[config.mk]
export PLATFORM = sky130hd
export DESIGN_NAME = pipeline_hazard_ctrl
export DESIGN_NICKNAME = d
export VERILOG_FILES = /design/src/rtl/pipeline_hazard_ctrl.sv
export SDC_FILE = /design/constraint.sdc
export NUM_CORES = 1
export LEC_CHECK = 0
export ABC_AREA = 0
export CORE_ASPECT_RATIO = 0.8
export CORE_MARGIN = 10
export CORE_UTILIZATION = 45
export CTS_BUF_LIST = sky130_fd_sc_hd__clkbuf_8
export DETAILED_ROUTE_END_ITERATION = 10
export GPL_ROUTABILITY_DRIVEN = 0
export GPL_TIMING_DRIVEN = 0
export MAX_ROUTING_LAYER = met4
export PLACE_DENSITY = 0.86
export REMOVE_ABC_BUFFERS = 1
export SKIP_LAST_GASP = 1
export SLEW_MARGIN = 5
export SYNTH_ARGS = -nofsm -noshare
export SYNTH_HDL_FRONTEND = slang
export SYNTH_SLANG_ARGS = --single-unit
[constraint.sdc]
create_clock -name clk -period 2.25 [get_ports clk]
set_clock_uncertainty 0.1 [all_clocks]
set_input_delay 0.225 -clock clk [delete_from_list [all_inputs] [get_ports clk]]
set_output_delay 0.225 -clock clk [all_outputs]
set_load 0.1 [all_outputs]
[src/rtl/pipeline_hazard_ctrl.sv]
// Hazard and stall sequencer for the IF/ID, ID/EX and EX/MEM registers of the five-stage core.
// Resolves load-use, taken-branch and data-memory wait hazards, with a lock after a memory timeout.
module pipeline_hazard_ctrl #(
    parameter int REG_ADDR_W  = 3,
    parameter int MEM_TIMEOUT = 8,
    parameter int CNT_W       = 16
) (
    input  logic                  clk,
    input  logic                  rst,
    input  logic [REG_ADDR_W-1:0] id_rs,
    input  logic [REG_ADDR_W-1:0] id_rt,
    input  logic                  id_uses_rs,
    input  logic                  id_uses_rt,
    input  logic [REG_ADDR_W-1:0] ex_rd,
    input  logic                  ex_memRead,
    input  logic                  branch_taken,
    input  logic                  mem_req,
    input  logic                  mem_ready,
    input  logic                  err_clr,
    output logic                  pc_en,
    output logic                  ifid_en,
    output logic                  ifid_flush,
    output logic                  idex_en,
    output logic                  idex_bubble,
    output logic                  exmem_en,
    output logic                  exmem_bubble,
    output logic                  mem_err,
    output logic [1:0]            state,
    output logic [CNT_W-1:0]      stall_count,
    output logic [CNT_W-1:0]      flush_count
);

    localparam logic [1:0] S_RUN    = 2'd0;
    localparam logic [1:0] S_WAIT   = 2'd1;
    localparam logic [1:0] S_LOCKED = 2'd2;

    localparam int              WC_W    = $clog2(MEM_TIMEOUT) + 1;
    localparam logic [WC_W-1:0] WC_LAST = WC_W'(MEM_TIMEOUT - 1);

    logic [1:0]       state_q, state_d;
    logic [WC_W-1:0]  wait_cnt_q, wait_cnt_d;
    logic [CNT_W-1:0] stall_cnt_q, stall_cnt_d;
    logic [CNT_W-1:0] flush_cnt_q, flush_cnt_d;

    logic freeze;
    logic load_use;

    function automatic logic [CNT_W-1:0] sat_inc(input logic [CNT_W-1:0] v);
        return (&v) ? v : v + 1'b1;
    endfunction

    assign freeze   = mem_req & ~mem_ready;
    assign load_use = ex_memRead & ((id_uses_rs & (id_rs == ex_rd)) |
                                    (id_uses_rt & (id_rt == ex_rd)));

    always_comb begin
        state_d      = state_q;
        wait_cnt_d   = wait_cnt_q;
        stall_cnt_d  = stall_cnt_q;
        flush_cnt_d  = flush_cnt_q;
        pc_en        = 1'b1;
        ifid_en      = 1'b1;
        idex_en      = 1'b1;
        exmem_en     = 1'b1;
        ifid_flush   = 1'b0;
        idex_bubble  = 1'b0;
        exmem_bubble = 1'b0;

        case (state_q)
            S_RUN, S_WAIT: begin
                // A MEM_WAIT cycle whose access completes is handled exactly like RUN.
                if (freeze) begin
                    pc_en       = 1'b0;
                    ifid_en     = 1'b0;
                    idex_en     = 1'b0;
                    exmem_en    = 1'b0;
                    stall_cnt_d = sat_inc(stall_cnt_q);
                    if (state_q == S_RUN) begin
                        state_d    = S_WAIT;
                        wait_cnt_d = WC_W'(1);
                    end else if (wait_cnt_q == WC_LAST) begin
                        state_d = S_LOCKED;
                    end else begin
                        wait_cnt_d = wait_cnt_q + 1'b1;
                    end
                end else begin
                    state_d    = S_RUN;
                    wait_cnt_d = '0;
                    if (branch_taken) begin
                        ifid_flush  = 1'b1;
                        idex_bubble = 1'b1;
                        flush_cnt_d = sat_inc(flush_cnt_q);
                    end else if (load_use) begin
                        pc_en       = 1'b0;
                        ifid_en     = 1'b0;
                        idex_bubble = 1'b1;
                        stall_cnt_d = sat_inc(stall_cnt_q);
                    end
                end
            end
            S_LOCKED: begin
                if (err_clr) begin
                    ifid_flush   = 1'b1;
                    idex_bubble  = 1'b1;
                    exmem_bubble = 1'b1;
                    state_d      = S_RUN;
                    wait_cnt_d   = '0;
                end else begin
                    pc_en    = 1'b0;
                    ifid_en  = 1'b0;
                    idex_en  = 1'b0;
                    exmem_en = 1'b0;
                end
            end
            default: begin
                state_d    = S_RUN;
                wait_cnt_d = '0;
            end
        endcase

        // Hold the whole pipeline frozen and flushed while reset is asserted.
        if (!rst) begin
            pc_en        = 1'b0;
            ifid_en      = 1'b0;
            idex_en      = 1'b0;
            exmem_en     = 1'b0;
            ifid_flush   = 1'b1;
            idex_bubble  = 1'b1;
            exmem_bubble = 1'b1;
        end
    end

    always_ff @(posedge clk or negedge rst) begin
        if (!rst) begin
            state_q     <= S_RUN;
            wait_cnt_q  <= '0;
            stall_cnt_q <= '0;
            flush_cnt_q <= '0;
        end else begin
            state_q     <= state_d;
            wait_cnt_q  <= wait_cnt_d;
            stall_cnt_q <= stall_cnt_d;
            flush_cnt_q <= flush_cnt_d;
        end
    end

    assign mem_err     = (state_q == S_LOCKED);
    assign state       = state_q;
    assign stall_count = stall_cnt_q;
    assign flush_count = flush_cnt_q;

endmodule

==> reports/metrics.cfg <==
[run_status]
status = finished, final reports clean

[placement]
place_hpwl_um = 3900
io_buffer_count = 59
place_ws_ns = -1.26
dp_cells = 315

[floorplanning]
dieArea_um2 = 7960
die_height_um = 81.8
ioPinCount = 60
die_x_um = 97.3
core_area_um2 = 4600
rows = 22
initial_core_util_pct = 46.8

[sta]
period_minus_slack_ns = 2.21
finalHoldViolCount = 0
fin_crit_sh_pct = 98.1
finalSetupViolCount = 0
tightest_slew_ns = 1.01
maxSlewHeadroom_pct = 32.8
fmax_ghz = 0.453
hold_ws_ns = 0.148
final_max_slew_viol_count = 0
setup_ws_ns = 0.0427

[synthesis]
synth_top_area_cell = dfrtp_1
netlist.area_leader.share_pct = 44.2
synthDistinctLibCells = 45
synth_flop_cell = dfrtp_1
syn_area_um2 = 2150
ys_async_sr_fraction_pct = 100
synth_edf_count = 0
syn_inst = 201
yosysSeqAreaShare_pct = 44.2
yosys-top-cells-area = dfrtp_1, xnor2_1, o211ai_2
synth_seq_cells = 38
yosysWarnings = 0
syn_avg_cell_area_um2 = 10.7

[global_routing]
antenna_found_initial = 0
grt-ovfl-total = 0
use_met3_pct = 4.28
use_met2_pct = 21.8
grt_pass1_vias = 1810
grt_max_degree = 38
grt_busiest_layer = met2
grtUsageMet1_pct = 18.2
grt_pass1_wl_um = 9050
grt_usage_pct = 14.5

[clocking]
cts.sinks = 38
cts_tree = yes
root_buffer = clkbuf_8
clk_pin_slew_worst_paths_ns = 0.07
cts_max_path_buffers = 2
numCtsBuffers = 5
clock_latency_ns = 0.30
h-tree-depth = 2

[final_layout]
areaGrowthSynthToFinish_pct = 40.4
finish.utilization_pct = 65.7
fillers = 381
final_cells = 329
n_antenna_cell = 0
drive_above_1_share_pct = 19.7
nets = 289

[setup_path]
worstPathArrival_ns = 1.88
crit_cells = 1
critical_path_class = reg -> out
startpoint = stall_count[13]
cpMaxStageDelayCell = clkdlybuf4s50_1
r2r_slack_ns = 0.15
r2r_cells = 6
cp_max_fo = 4
cp.required_ns = 1.92
crit_path_max_incr_delay_ns = 1.17
critical_path.endpoint = stall_count[13]
r2r_end = stall_count[1]
r2r_start = stall_count[0]
crit_path_end_kind = output pin
crit_path_start_kind = flop
worstPathCellList = clkdlybuf4s50_1
critPathBufInv = 1
cpLargestDelayFamily = buffers and inverters

[routing]
viasPerCell = 5.45
ant_nets = 0
first_pass_iters = 4
routed_wirelength_um = 5640
drtIter0Drc = 50
drc = 0
vias = 1794
avgRoutedWirePerCell_um = 17.1

[power]
pwr-share-clk_pct = 17.1
p_comb_share_pct = 49.6
switching_share_pct = 51.7
worst_ir_drop_vdd_uv = 1090
p_switching_uw = 1480
cellInternalPower_uw = 1380
leakage_uw = 0.00151
pwr-share-seq_pct = 33.3
finalPower_uw = 2860
p_per_area_nw_per_um2 = 949

[worst_hold_path]
hp-class = in -> async

[job]
drv_cap = 0

[flip-flops by register name, indices dropped and copies added (netlist names)]
signal,count
flush_count,16
wait_cnt_q,4
stall_count,16
state,2
[worst min-delay path by stage]
stage | endpoint | slack, ns | depth (start not counted)
floorplan | flush_count[0] | -0.17 | 0
global placement | flush_count[15] | 0.38 | 1
detailed placement | stall_count[0] | -0.07 | 1
CTS | stall_count[0] | 0.14 | 2
global route | stall_count[0] | 0.14 | 2
finish | stall_count[0] | 0.15 | 2
[kinds of logic (layout without fill, tap and decap cells)]
kind of cell	Yosys count	after routing	synth area share, %
buffers and inverters	13	81	3.61
flip-flops	38	38	44.2
adder cells (fa/ha/maj)	3	3	1.75
AND/OR/NAND/NOR	75	75	20.0
multiplexers	4	4	2.27
XOR/XNOR	32	32	13.0
AO/OA/AOI/OAI	36	36	15.2
[per-layer routing]
layer  vias up  wire length, um
li1        852                -
met1       878             2680
met2        53             2550
met3        11              311
met4         0               97
met5         -                0
[area by class of cell]
| type | count | area (um2) | share of cell area (%) |
|---|---|---|---|
| Multi-Input combinational cell | 150 | 1160 | 38.3 |
| Sequential cell | 38 | 952 | 31.5 |
| Timing Repair Buffer | 67 | 721 | 23.9 |
| Clock buffer | 6 | 82.6 | 2.74 |
| Tap cell | 60 | 75.1 | 2.49 |
| Inverter | 6 | 22.5 | 0.746 |
| Clock inverter | 2 | 8.76 | 0.290 |
[metrics by stage]
step / instance area (um2) / TNS (ns)
CTS: 2910 / -0.598
detailed placement: 2790 / -9.05
global route: 3020 / -0.0195
floorplan: 2100 / -34.09
global placement: 2760 / -31.57
finish: 3020 / 0
[power groups by stage]
stage | clock network, uW | registers, uW | logic, uW
after global routing | 524 | 980 | 1470
after CTS | 497 | 954 | 1420
after detailed placement | 0 | 964 | 1440
final | 490 | 953 | 1420
after floorplan | 0 | 1720 | 298
after global placement | 0 | 959 | 1420
[cells in the mapped netlist (3+ instances only)]
master and n:
and2_1 4, and3_1 6, buf_4 3, dfrtp_1 38
ha_1 3, inv_1 6, mux2_2 3, nand2_1 16
nand2b_1 3, nand3_1 7, nand4_1 11, nor2_1 13
o2111ai_2 4, o211ai_2 6, o21ai_0 7, xnor2_1 28
xor2_1 4
[layout by cell type, fill, tap and decap left out, types with 2 or more instances in the layout]
master / synthesis / routed
nor3b_1: 2 / 2
clkbuf_8: 0 / 6
and2_1: 4 / 4
and3_2: 2 / 2
o211ai_2: 6 / 6
clkdlybuf4s50_1: 0 / 27
o2111ai_1: 2 / 2
xnor2_1: 28 / 28
clkdlybuf4s15_2: 0 / 2
mux2_2: 3 / 3
nor2_1: 13 / 13
xor2_1: 4 / 4
and3_1: 6 / 6
nand2_1: 16 / 16
ha_1: 3 / 3
dlygate4sd2_1: 0 / 7
nand3_1: 7 / 7
o211a_1: 2 / 2
o211ai_1: 2 / 2
buf_12: 0 / 4
buf_4: 3 / 4
nand4_1: 11 / 11
a31o_2: 2 / 2
o21ai_0: 7 / 7
a21oi_1: 2 / 2
buf_2: 2 / 4
or2_2: 2 / 2
dlymetal6s2s_1: 0 / 16
inv_1: 6 / 7
nand2b_1: 3 / 3
o2111ai_2: 4 / 4
dfrtp_1: 38 / 37
[repair_timing]
action                                 in CTS  in global routing
gates cloned                                0                  0
resized for setup                          48                 29
pin swaps                                   1                  1
hold buffers                                2                  0
endpoints found under the hold margin      38                  0
buffers inserted                            2                  2
setup endpoints to repair                  27                 34
Note: power is estimated with default switching activity, not from simulation.
